**src/rtl/vend_transaction_sequencer.sv**
```systemverilog
// Vending transaction sequencer: coin credit accumulation, price check, timed
// dispense indication and largest-first change payout advanced by the tick enable.
//
// state    | meaning
// ---------+--------------------------------------------------------------
// IDLE     | no credit held, waiting for a coin
// COLLECT  | credit held, accepting coins / vend / cancel, timeout running
// DISPENSE | led_vend shows the product for DISP_TICKS ticks
// CHANGE   | paying out remaining credit, one coin per tick
module vend_transaction_sequencer #(
   parameter int unsigned PRICE0        = 15,
   parameter int unsigned PRICE1        = 20,
   parameter int unsigned PRICE2        = 25,
   parameter int unsigned PRICE3        = 30,
   parameter int unsigned MAX_CREDIT    = 95,
   parameter int unsigned DISP_TICKS    = 3,
   parameter int unsigned TIMEOUT_TICKS = 500
) (
   input  logic       clk,
   input  logic       clr,
   input  logic       tick,
   input  logic       coin_valid,
   input  logic [1:0] coin_type,
   input  logic [3:0] sel,
   input  logic       vend_req,
   input  logic       cancel,
   output logic [7:0] credit,
   output logic [3:0] led_vend,
   output logic [1:0] coin_out,
   output logic       coin_reject,
   output logic       deny,
   output logic       busy
);

   localparam int TMO_W = $clog2(TIMEOUT_TICKS) + 1;
   localparam int DSP_W = $clog2(DISP_TICKS) + 1;

   typedef enum logic [1:0] {S_IDLE, S_COLLECT, S_DISPENSE, S_CHANGE} state_t;

   state_t           state, state_nxt;
   logic [7:0]       credit_nxt;
   logic [3:0]       led_nxt;
   logic [1:0]       coin_out_nxt;
   logic             reject_nxt, deny_nxt;
   logic [TMO_W-1:0] tmo_cnt, tmo_nxt;
   logic [DSP_W-1:0] dsp_cnt, dsp_nxt;

   logic [7:0] coin_val;
   logic [8:0] coin_sum;
   logic       coin_ok;
   logic [7:0] price;
   logic       sel_ok;
   logic       coin_acc;
   logic       leaving;

   always_comb begin
      coin_val = 8'd0;
      case (coin_type)
         2'b00:   coin_val = 8'd5;
         2'b01:   coin_val = 8'd10;
         2'b10:   coin_val = 8'd25;
         default: coin_val = 8'd0;
      endcase
      coin_sum = {1'b0, credit} + {1'b0, coin_val};
      coin_ok  = (coin_type != 2'b11) && (coin_sum <= 9'(MAX_CREDIT));
   end

   always_comb begin
      price  = 8'd0;
      sel_ok = 1'b1;
      case (sel)
         4'b0001: price = 8'(PRICE0);
         4'b0010: price = 8'(PRICE1);
         4'b0100: price = 8'(PRICE2);
         4'b1000: price = 8'(PRICE3);
         default: sel_ok = 1'b0;
      endcase
   end

   always_ff @(posedge clk) begin
      if (!clr) begin
         state       <= S_IDLE;
         credit      <= 8'd0;
         led_vend    <= 4'd0;
         coin_out    <= 2'd0;
         coin_reject <= 1'b0;
         deny        <= 1'b0;
         tmo_cnt     <= '0;
         dsp_cnt     <= '0;
      end else begin
         state       <= state_nxt;
         credit      <= credit_nxt;
         led_vend    <= led_nxt;
         coin_out    <= coin_out_nxt;
         coin_reject <= reject_nxt;
         deny        <= deny_nxt;
         tmo_cnt     <= tmo_nxt;
         dsp_cnt     <= dsp_nxt;
      end
   end

   always_comb begin
      state_nxt    = state;
      credit_nxt   = credit;
      led_nxt      = led_vend;
      coin_out_nxt = 2'b00;
      reject_nxt   = 1'b0;
      deny_nxt     = 1'b0;
      tmo_nxt      = tmo_cnt;
      dsp_nxt      = dsp_cnt;
      coin_acc     = 1'b0;
      leaving      = 1'b0;
      case (state)
         S_IDLE, S_COLLECT: begin
            // cancel outranks vend which outranks coin; a losing coin is returned
            if (cancel) begin
               reject_nxt = coin_valid;
               if (state == S_COLLECT) begin
                  state_nxt = S_CHANGE;
                  leaving   = 1'b1;
               end
            end else if (vend_req) begin
               reject_nxt = coin_valid;
               if (!sel_ok || (credit < price)) begin
                  deny_nxt = 1'b1;
               end else begin
                  credit_nxt = credit - price;
                  led_nxt    = sel;
                  dsp_nxt    = DSP_W'(DISP_TICKS - 1);
                  state_nxt  = S_DISPENSE;
                  leaving    = 1'b1;
               end
            end else if (coin_valid) begin
               if (coin_ok) begin
                  credit_nxt = coin_sum[7:0];
                  state_nxt  = S_COLLECT;
                  tmo_nxt    = TMO_W'(TIMEOUT_TICKS - 1);
                  coin_acc   = 1'b1;
               end else begin
                  reject_nxt = 1'b1;
               end
            end
            if ((state == S_COLLECT) && tick && !coin_acc && !leaving) begin
               if (tmo_cnt == '0)
                  state_nxt = S_CHANGE;
               else
                  tmo_nxt = tmo_cnt - TMO_W'(1);
            end
         end
         S_DISPENSE: begin
            reject_nxt = coin_valid;
            if (tick) begin
               if (dsp_cnt == '0) begin
                  led_nxt   = 4'd0;
                  state_nxt = (credit != 8'd0) ? S_CHANGE : S_IDLE;
               end else begin
                  dsp_nxt = dsp_cnt - DSP_W'(1);
               end
            end
         end
         S_CHANGE: begin
            reject_nxt = coin_valid;
            if (credit == 8'd0) begin
               state_nxt = S_IDLE;
            end else if (tick) begin
               if (credit >= 8'd25) begin
                  coin_out_nxt = 2'b11;
                  credit_nxt   = credit - 8'd25;
               end else if (credit >= 8'd10) begin
                  coin_out_nxt = 2'b10;
                  credit_nxt   = credit - 8'd10;
               end else begin
                  coin_out_nxt = 2'b01;
                  credit_nxt   = (credit > 8'd5) ? credit - 8'd5 : 8'd0;
               end
               if (credit_nxt == 8'd0)
                  state_nxt = S_IDLE;
            end
         end
         default: state_nxt = S_IDLE;
      endcase
   end

   always_comb begin
      busy = (state == S_DISPENSE) || (state == S_CHANGE);
   end

endmodule

```
**config.mk**
```make
export PLATFORM = sky130hd
export DESIGN_NAME = vend_transaction_sequencer
export DESIGN_NICKNAME = d
export VERILOG_FILES = /design/src/rtl/vend_transaction_sequencer.sv
export SDC_FILE = /design/constraint.sdc
export NUM_CORES = 1
export LEC_CHECK = 0
export ABC_CLOCK_PERIOD_IN_PS = 2650
export CAP_MARGIN = 10
export CORE_ASPECT_RATIO = 0.6
export CORE_MARGIN = 1
export CORE_UTILIZATION = 40
export CTS_CLUSTER_SIZE = 25
export DETAILED_ROUTE_END_ITERATION = 16
export DONT_BUFFER_PORTS = 1
export SLEW_MARGIN = 30
export SYNTH_ARGS = -nofsm -noshare
export SYNTH_HDL_FRONTEND = slang
export SYNTH_SLANG_ARGS = --single-unit
```
**constraint.sdc**
```tcl
create_clock -name clk -period 2.65 [get_ports clk]
set_input_delay 0.265 -clock clk [delete_from_list [all_inputs] [get_ports clk]]
set_output_delay 0.265 -clock clk [all_outputs]
set_load 0.1 [all_outputs]
```
Yosys cells after proc, flatten, opt, wreduce, memory -nomap -nowiden:

Index checks and enable logic that the tools add are counted.

* shift-type cells: 0
* multiply operators: 0
* equality and inequality tests: 23
* bitwise gates (word level): 5
* magnitude comparators: 5
* muxes and demuxes: 68
* $add $sub $neg: 7
* div/mod/pow operators: 0
* reduce and logical (&&, ||, !) cells: 27

Operators with widths (number)
* 2-to-1 mux 8 bit: 13
* 2-to-1 mux 10 bit: 6
* 2-to-1 mux 2 bit: 16
* 2-to-1 mux 4 bit: 5
* case mux 5 bit (4 select lines): 1
* inequality test 2 bit (second input constant): 9
* logical NOT 8 bit: 2
* 2-to-1 mux 1 bit: 16
* case mux 8 bit (2 select lines): 1
* 2-to-1 mux 3 bit: 5
* inequality test 3 bit (second input constant): 5
* case mux 5 bit (3 select lines): 1
* AND reduction 6 bit: 2
* OR reduction 4 bit: 3
* logical NOT 10 bit: 1
* subtractor 10 x 1 -> 10 bit (second input constant): 1
* adder 8 x 8 -> 9 bit: 1
* <= comparator 9 x 7 -> 1 bit (second input constant): 1
* >= comparator 8 x 4 -> 1 bit (second input constant): 1
* >= comparator 8 x 5 -> 1 bit (second input constant): 1
* greater-than comparator 8 x 3 -> 1 bit (second input constant): 1
* < comparator 8 bit: 1
* case mux 4 bit (2 select lines): 1
* nonzero test 8 bit: 1
* 24 further kinds: 40

* logic and storage cells: 143
* output and inout port bits: 17
* memory bits (read-only): 0
* input bits: 12
* memory bits (writable): 0
* bits in registers: 31
* memories kept: 0
* bits in latches: 0

Depth between registers and ports, before layout:

* depth in word-level cells: 15
* mapped depth: 13
* mapped depth without buffers: 11

Least setup slack after synthesis:

OpenSTA, ideal clock, no wires.

* path type: reg2reg
* start: reg credit[1]
* end: reg state[0]
* arrival: 3.239 ns
* clock period less this slack: 3.353 ns
* stages on the path, launching flop included: 10
* required time: 2.536 ns
* path buffers: 0
* library setup time: 0.114 ns
* slack: -0.703 ns
* cell sequence: dfxtp_1 inv_1 ha_1 or3b_1 and4_1 a221oi_1 nand4_1 nor4b_1 a21oi_1 a21o_1

* word-level cells in the longest chain between the ends: 13
* elaborated cells between the ends (all ways): 48
* those cells by class: 4 x add/sub; 5 x order compare; 2 x eq/ne; 27 x mux; 10 x reduce/logical

RTL lines
* from (decl): line 27 `output logic [7:0] credit,`
* from (signal assigned): line 92 `credit <= credit_nxt;`
* adder 8 x 8 -> 9 bit: line 64 `coin_sum = {1'b0, credit} + {1'b0, coin_val};`
* <= comparator 9 x 7 -> 1 bit: line 65 `coin_ok = (coin_type != 2'b11) && (coin_sum <= 9'(MAX_CREDIT));`
* logical AND 1 bit: line 65
* 2-to-1 mux 1 bit: line 134 `if (coin_ok) begin`
* 2-to-1 mux 1 bit: line 133 `end else if (coin_valid) begin`
* 2-to-1 mux 1 bit: line 122 `end else if (vend_req) begin`
* 2-to-1 mux 1 bit: line 116 `if (cancel) begin`
* 2-to-1 mux 1 bit: line 113 `case (state)`
* logical NOT 1 bit: line 143 `if ((state == S_COLLECT) && tick && !coin_acc && !leaving) begin`
* logical AND 1 bit (2 in a row): line 143
* 2-to-1 mux 2 bit: line 143
* case mux 2 bit (3 select lines): line 113
* to (signal assigned): line 91 `state <= state_nxt;`
* to (decl): line 40 `state_t state, state_nxt;`

Several ways; a longest one is shown, not always the timed one. The select of a mux whose other input is x is not followed.
A chain may end at the register's enable or synchronous reset.

Worst setup path in the final report:

Same ends and word-level chain as after synthesis.

==> results_dict.tcl <==
set metrics [dict create \
    postPlaceCellArea_um2 3280 \
    setup_violations 0 \
    maxCapViolations 0 \
    status "finished with violations" \
    cts_root_buffer "clkbuf_16" \
    yosys_warnings 0 \
    vias_per_cell 5.89 \
    synthTopCellsByArea "dfxtp_1, ha_1, a21oi_1" \
    grt_usage_pct 22.9 \
    syn_to_final_growth_pct 21.7 \
    period_minus_slack_ps 2590 \
    ys_seq_area_share_pct 21.4 \
    failed_checks "design-rule violations" \
    routedWlPerCell_um 17.3 \
    synth-edff-count 0 \
    gr-total-overflow 0 \
    multiInputGateArea_um2 2170 \
    worst_slack_ps 55.2 \
    final_nets 445 \
    wl_um 8550 \
    p_sw_w 0.000700 \
    numCtsBuffers 5 \
    tns_ps 0 \
    syn_inst 370 \
    cp_slowest_cell "dfxtp_4" \
    cts_tree "built" \
    synth_top_area_share_pct 21.4 \
    grt_max_degree 22 \
    ys_ff_latch 31 \
    row_count 23 \
    clock.fmax_mhz 385 \
    postSynth.asyncResetShare_pct 0 \
    skew_ps 4.11 \
    synth.distinct_cells 78 \
    start_kind "flop" \
    die_w_um 112 \
    ir_worst_vdd_v 0.000346 \
    top_level_ports 29 \
    ff_latch_area_um2 634 \
    ys.flop_type "dfxtp_1" \
    clkTransAtPathRegs_ps 50 \
    cts_max_level 2 \
    grt_pass1_vias 2523 \
    dr_total_vias 2911 \
    grt_pass1_wl_um 13500 \
    drt_iter0_markers 221 \
    cpPeakStageDelay_ps 430 \
    critical_path_arrival_ps 2760 \
    switching_share_pct 37.5 \
    drv_slew 0 \
    synth_top_cell_by_area "dfxtp_1" \
    antenna_found_initial 0 \
    finalHoldViolations 0 \
    hold_class "input pin to flop" \
    syn_area_um2 2900 \
    path_cells "clkinvlp_4, buf_4, ha_1, a21boi_2, or3_1, a32oi_1, nand4_1, nor4b_2, a21oi_1, a21o_1" \
    insertion_delay_ps 270 \
    required_ps 2810 \
    dieArea_um2 7600 \
    critPathMaxFanout 8 \
    fin_area_um2 3530 \
    p_clk_share_pct 30.1 \
    relSlewSlack_pct 32.6 \
    dr.pass1.iters 11 \
    dp_slack_ps -34.1 \
    start_util_pct 42.3 \
    die_h_um 67.9 \
    power.leakage_nw 1.46 \
    criticalPathCategory "flop to flop" \
    grt_setup_unrepaired "yes" \
    gp_congestion 0.935 \
    comb_power_share_pct 39.8 \
    nFillCells 668 \
    antenna_cells 0 \
    drc 2 \
    power_frac_seq_pct 30.1 \
    internal-power_w 0.00117 \
    io_buffers 0 \
    core_um2 6850 \
    worst_slew_pin_slew_ps 1010 \
    cts_buffer_depth 2 \
    finalCritPeriodShare_pct 97.9 \
    cts.sinks 31 \
    end_kind "flop" \
    drive_gt1_share_pct 22.9 \
    finish.utilization_pct 51.5 \
    synth_fp_nets 408 \
    total_power_w 0.00187 \
    p_per_area_nw_per_um2 529 \
    final_antenna_net_count 0 \
    dp_hpwl_um 6520 \
    avgSynthCellArea_um2 7.83 \
]
-- layout make-up --
type | count | share of cell area [%]
multi-input combinational | 298 | 61.5
sequential | 31 | 18.0
timing repair buffer | 50 | 11.0
clock buffer | 6 | 3.94
tap | 87 | 3.09
inverter | 21 | 2.34
clock inverter | 1 | 0.142
-- metrics by stage --
stage,instances,hold WS (ps)
4_1_cts,489,107
3_3_place_gp,481,385
2_1_floorplan,370,381
3_5_place_dp,481,393
6_report,494,111
5_1_grt,494,121
-- cells in the final DEF (no fill, tap or decap), types with 5 or more instances in the layout --
cell type / count
or3_1: 7
nand3_1: 13
nand2b_1: 6
clkbuf_16: 5
ha_1: 22
nor3_1: 9
o21ai_0: 20
a31oi_1: 5
o211ai_1: 10
xor2_1: 6
a21oi_1: 26
and2_1: 6
or3_4: 5
o22ai_1: 5
dfxtp_1: 26
buf_4: 49
nor2_1: 27
o21a_1: 10
inv_1: 18
nand2_1: 27
-- power by group through the flow --
stage / registers (W) / logic [W] / clock network, W
floorplan: 0.000623 / 0.000461 / 0
global placement: 0.000567 / 0.000696 / 0
detailed placement: 0.000567 / 0.000698 / 0
CTS: 0.000558 / 0.000708 / 0.000570
global route: 0.000566 / 0.000810 / 0.000588
finish: 0.000561 / 0.000743 / 0.000562
-- sequential cells by signal, indices dropped and copies added (netlist names) --
signal	count
led_vend	4
deny	1
credit	8
state	2
tmo_cnt	10
dsp_cnt	3
coin_out	2
coin_reject	1
-- Yosys cell counts, drive strengths merged (4+ instances only) --
cell / n
nand2b: 6
o221ai: 4
a211o: 4
o21ai: 22
and2: 6
o21a: 10
nand3: 13
xor2: 6
a211oi: 5
inv: 20
nand2: 28
ha: 24
o31ai: 4
o22ai: 6
dfxtp: 31
o31a: 4
or3: 13
a21o: 4
clkbuf: 14
buf: 6
nor2: 27
nor3: 11
nor3b: 4
nor2b: 5
a21oi: 26
a31oi: 6
o211ai: 10
-- kinds of logic after synthesis --
logic type	count (synthesis)	share of synthesized area [%]
adder cells (fa/ha/maj)	26	11.7
AND/OR/NAND/NOR	134	25.9
AO/OA/AOI/OAI	127	31.5
XOR/XNOR	9	2.72
multiplexers	2	0.734
flip-flops	31	21.4
buffers and inverters	41	6.00
-- critical path, delay by kind of cell (launching register included) --
kind,cells,cell delay [ps]
fa+ha+maj,1,200
compound gates,4,750
buf+inv,2,360
flops,1,430
simple gates,3,750
-- worst paths after layout --
path | startpoint | endpoint | slack, ps | cells after the start
worst max-delay path | credit[1] | state[0] | 60 | 10
worst min-delay path | coin_valid | coin_reject | 110 | 2
worst max register to register | credit[1] | state[0] | 60 | 10
worst min register to register | led_vend[0] | led_vend[0] | 470 | 2
-- layer usage --
metal	global-route usage, %	vias up	routed length [µm]
li1	-	1457	-
met1	36.3	1330	4520
met2	30.0	122	3220
met3	6.02	2	791
met4	2.53	0	17
met5	0	-	0
-- repair_timing --
action,in CTS,in global routing
pin swaps,1,4
gates resized for setup,0,14
gates cloned,0,0
endpoints found under the setup margin,4,16
hold buffers,0,0
buffers inserted,1,5
hold endpoints to repair,0,0
Note: power is estimated with default switching activity, not from simulation.
==> edit (config.mk and constraints unchanged) <==
Set the parameter `DISP_TICKS` to 5 (it was 3).
--- a/src/rtl/vend_transaction_sequencer.sv
+++ b/src/rtl/vend_transaction_sequencer.sv
@@ -13,7 +13,7 @@
    parameter int unsigned PRICE2        = 25,
    parameter int unsigned PRICE3        = 30,
    parameter int unsigned MAX_CREDIT    = 95,
-   parameter int unsigned DISP_TICKS    = 3,
+   parameter int unsigned DISP_TICKS    = 5,
    parameter int unsigned TIMEOUT_TICKS = 500
 ) (
    input  logic       clk,
Function: changed (a bounded check fails within 10 cycles, from zero or initial values).
==> edit against the original RTL <==
  * Synthesized area rose by 3.7%
  * Sequential cell count rose by 1
  * Clock skew grew 0.00059 ns
  * Sequential share of layout area decreased by 1.7 points
  * Via count rose by 11%
  * Global-route usage grew 1.4 points
  * Power is 16% higher
  * Worst setup slack got worse by 0.014 ns
  * Routed wire length increased by 11%
  * First-iteration DRC count decreased by 1.8%
  * Final area grew 15%
  * Critical path depth stayed put
  * Highest routed layer unchanged
  * Critical endpoint is now state[1]$_SDFFE_PN0P_
  * Synthesized cell count up 5.4%
==> edit: results (changes against the original RTL) <==
Largest regs tmo_cnt (10), credit (8); post-synthesis sequential area ratio 21.3% (-0.10 points); post-CTS sizing 1 (+1); CP max stage delay 0.36 ns (-0.07 ns); Num CTS Buffers 5 (unchanged); post-synthesis adder-cell area fraction 10.9% (-0.84 points); Max VDD drop 279 uV (-19%); vias per cell 5.71 (-3.0%); CP max FO 6 (-2); skew final 0.00470 ns (+0.000589 ns); Post-Synth XOR/XNOR Area 3.21% (+0.49 points); DR iter-0 viols 217 (-1.8%); Slew HR 33.7% (+1.1 points); end of the critical path state[1]$_SDFFE_PN0P_; Final HPWL DP 7200 um (+10%); post-synthesis mux area share 1.71% (+0.97 points); Leak 0.00171 uW (+17%); synth top area cells dfxtp_1 (21%), ha_1 (9.6%), a21oi_1 (6.2%); gpl congestion 0.928 (-0.81%); drt first pass iters 5 (-6); Worst Path Arrival 2.77 ns (about the same); H-tree Lvls 2 (unchanged); clk_lat worst skew 0.28 ns; vias in the first global route 2891 (+15%); reg2reg setup slack 0.04 ns; status finished clean; final critical-path share of the clock period 98.4% (+0.53 points); pin count of the biggest net entering global routing 22 (unchanged); Synth cell types 73 (-6.4%); share of cells above drive strength 1 30.5% (+7.7 points); synth cell count leaders a21oi_1 (37), dfxtp_1 (32), nand2_1 (31); CP Launch Point credit[0]$_SDFFE_PN0P_; first-pass GRT wire length 15000 um (+11%); Compound-Gate Fraction of Synth Area 31.0% (-0.46 points); # nets final 495 (+11%); gr usage total 24.2% (+1.4 points); Syn Nets 427 (+4.7%); WL final 9460 um (+11%); pre-CTS setup slack -0.123 ns (-0.0890 ns)
-- edit: metrics by stage --
stage               instances  instance area [um2]  utilization (%)  TNS [ns]
floorplan                 390                 3090                -    -0.289
global placement          539                 3630             49.9    -0.504
detailed placement        539                 3630             49.9    -0.909
CTS                       548                 3820             52.6         0
global route              563                 4070             56.0    -0.143
finish                    563                 4070             56.0         0
-- edit: kinds of logic (layout without fill, tap and decap cells) --
family,count (synthesis),after routing
XOR/XNOR,11,11
adder cells (fa/ha/maj),25,25
buffers and inverters,43,112
AO/OA/AOI/OAI,131,131
multiplexers,5,5
AND/OR/NAND/NOR,143,143
flip-flops,32,32
-- edit: worst min path at each step --
stage               depth (start not counted)  startpoint              end  slack, ns
floorplan                                   1      cancel  deny$_SDFF_PP0_       0.34
global placement                            1      cancel  deny$_SDFF_PP0_       0.37
detailed placement                          1      cancel  deny$_SDFF_PP0_       0.37
CTS                                         1      cancel  deny$_SDFF_PP0_       0.08
global route                                1      cancel  deny$_SDFF_PP0_       0.08
finish                                      1      cancel  deny$_SDFF_PP0_       0.08
-- edit: final cells by class --
cell class | count | area (um2)
Fill cell | 713 | 3190
Multi-Input combinational cell | 315 | 2380
Sequential cell | 32 | 662
Timing Repair Buffer | 82 | 636
Clock buffer | 8 | 178
Tap cell | 104 | 130
Inverter | 22 | 86.3
-- edit: power breakdown --
part | total [uW] | switching (uW) | internal [uW]
clock | 677 | 220 | 457
combinational | 887 | 493 | 394
sequential | 599 | 88.1 | 511
-- edit: metal layers --
layer	track usage (%)	vias up	part of all wire, %
met2	32.2	102	39
met1	38.1	1527	53
met3	6.68	10	7.4
met5	0	-	0
li1	-	1578	-
met4	4.33	0	0.76
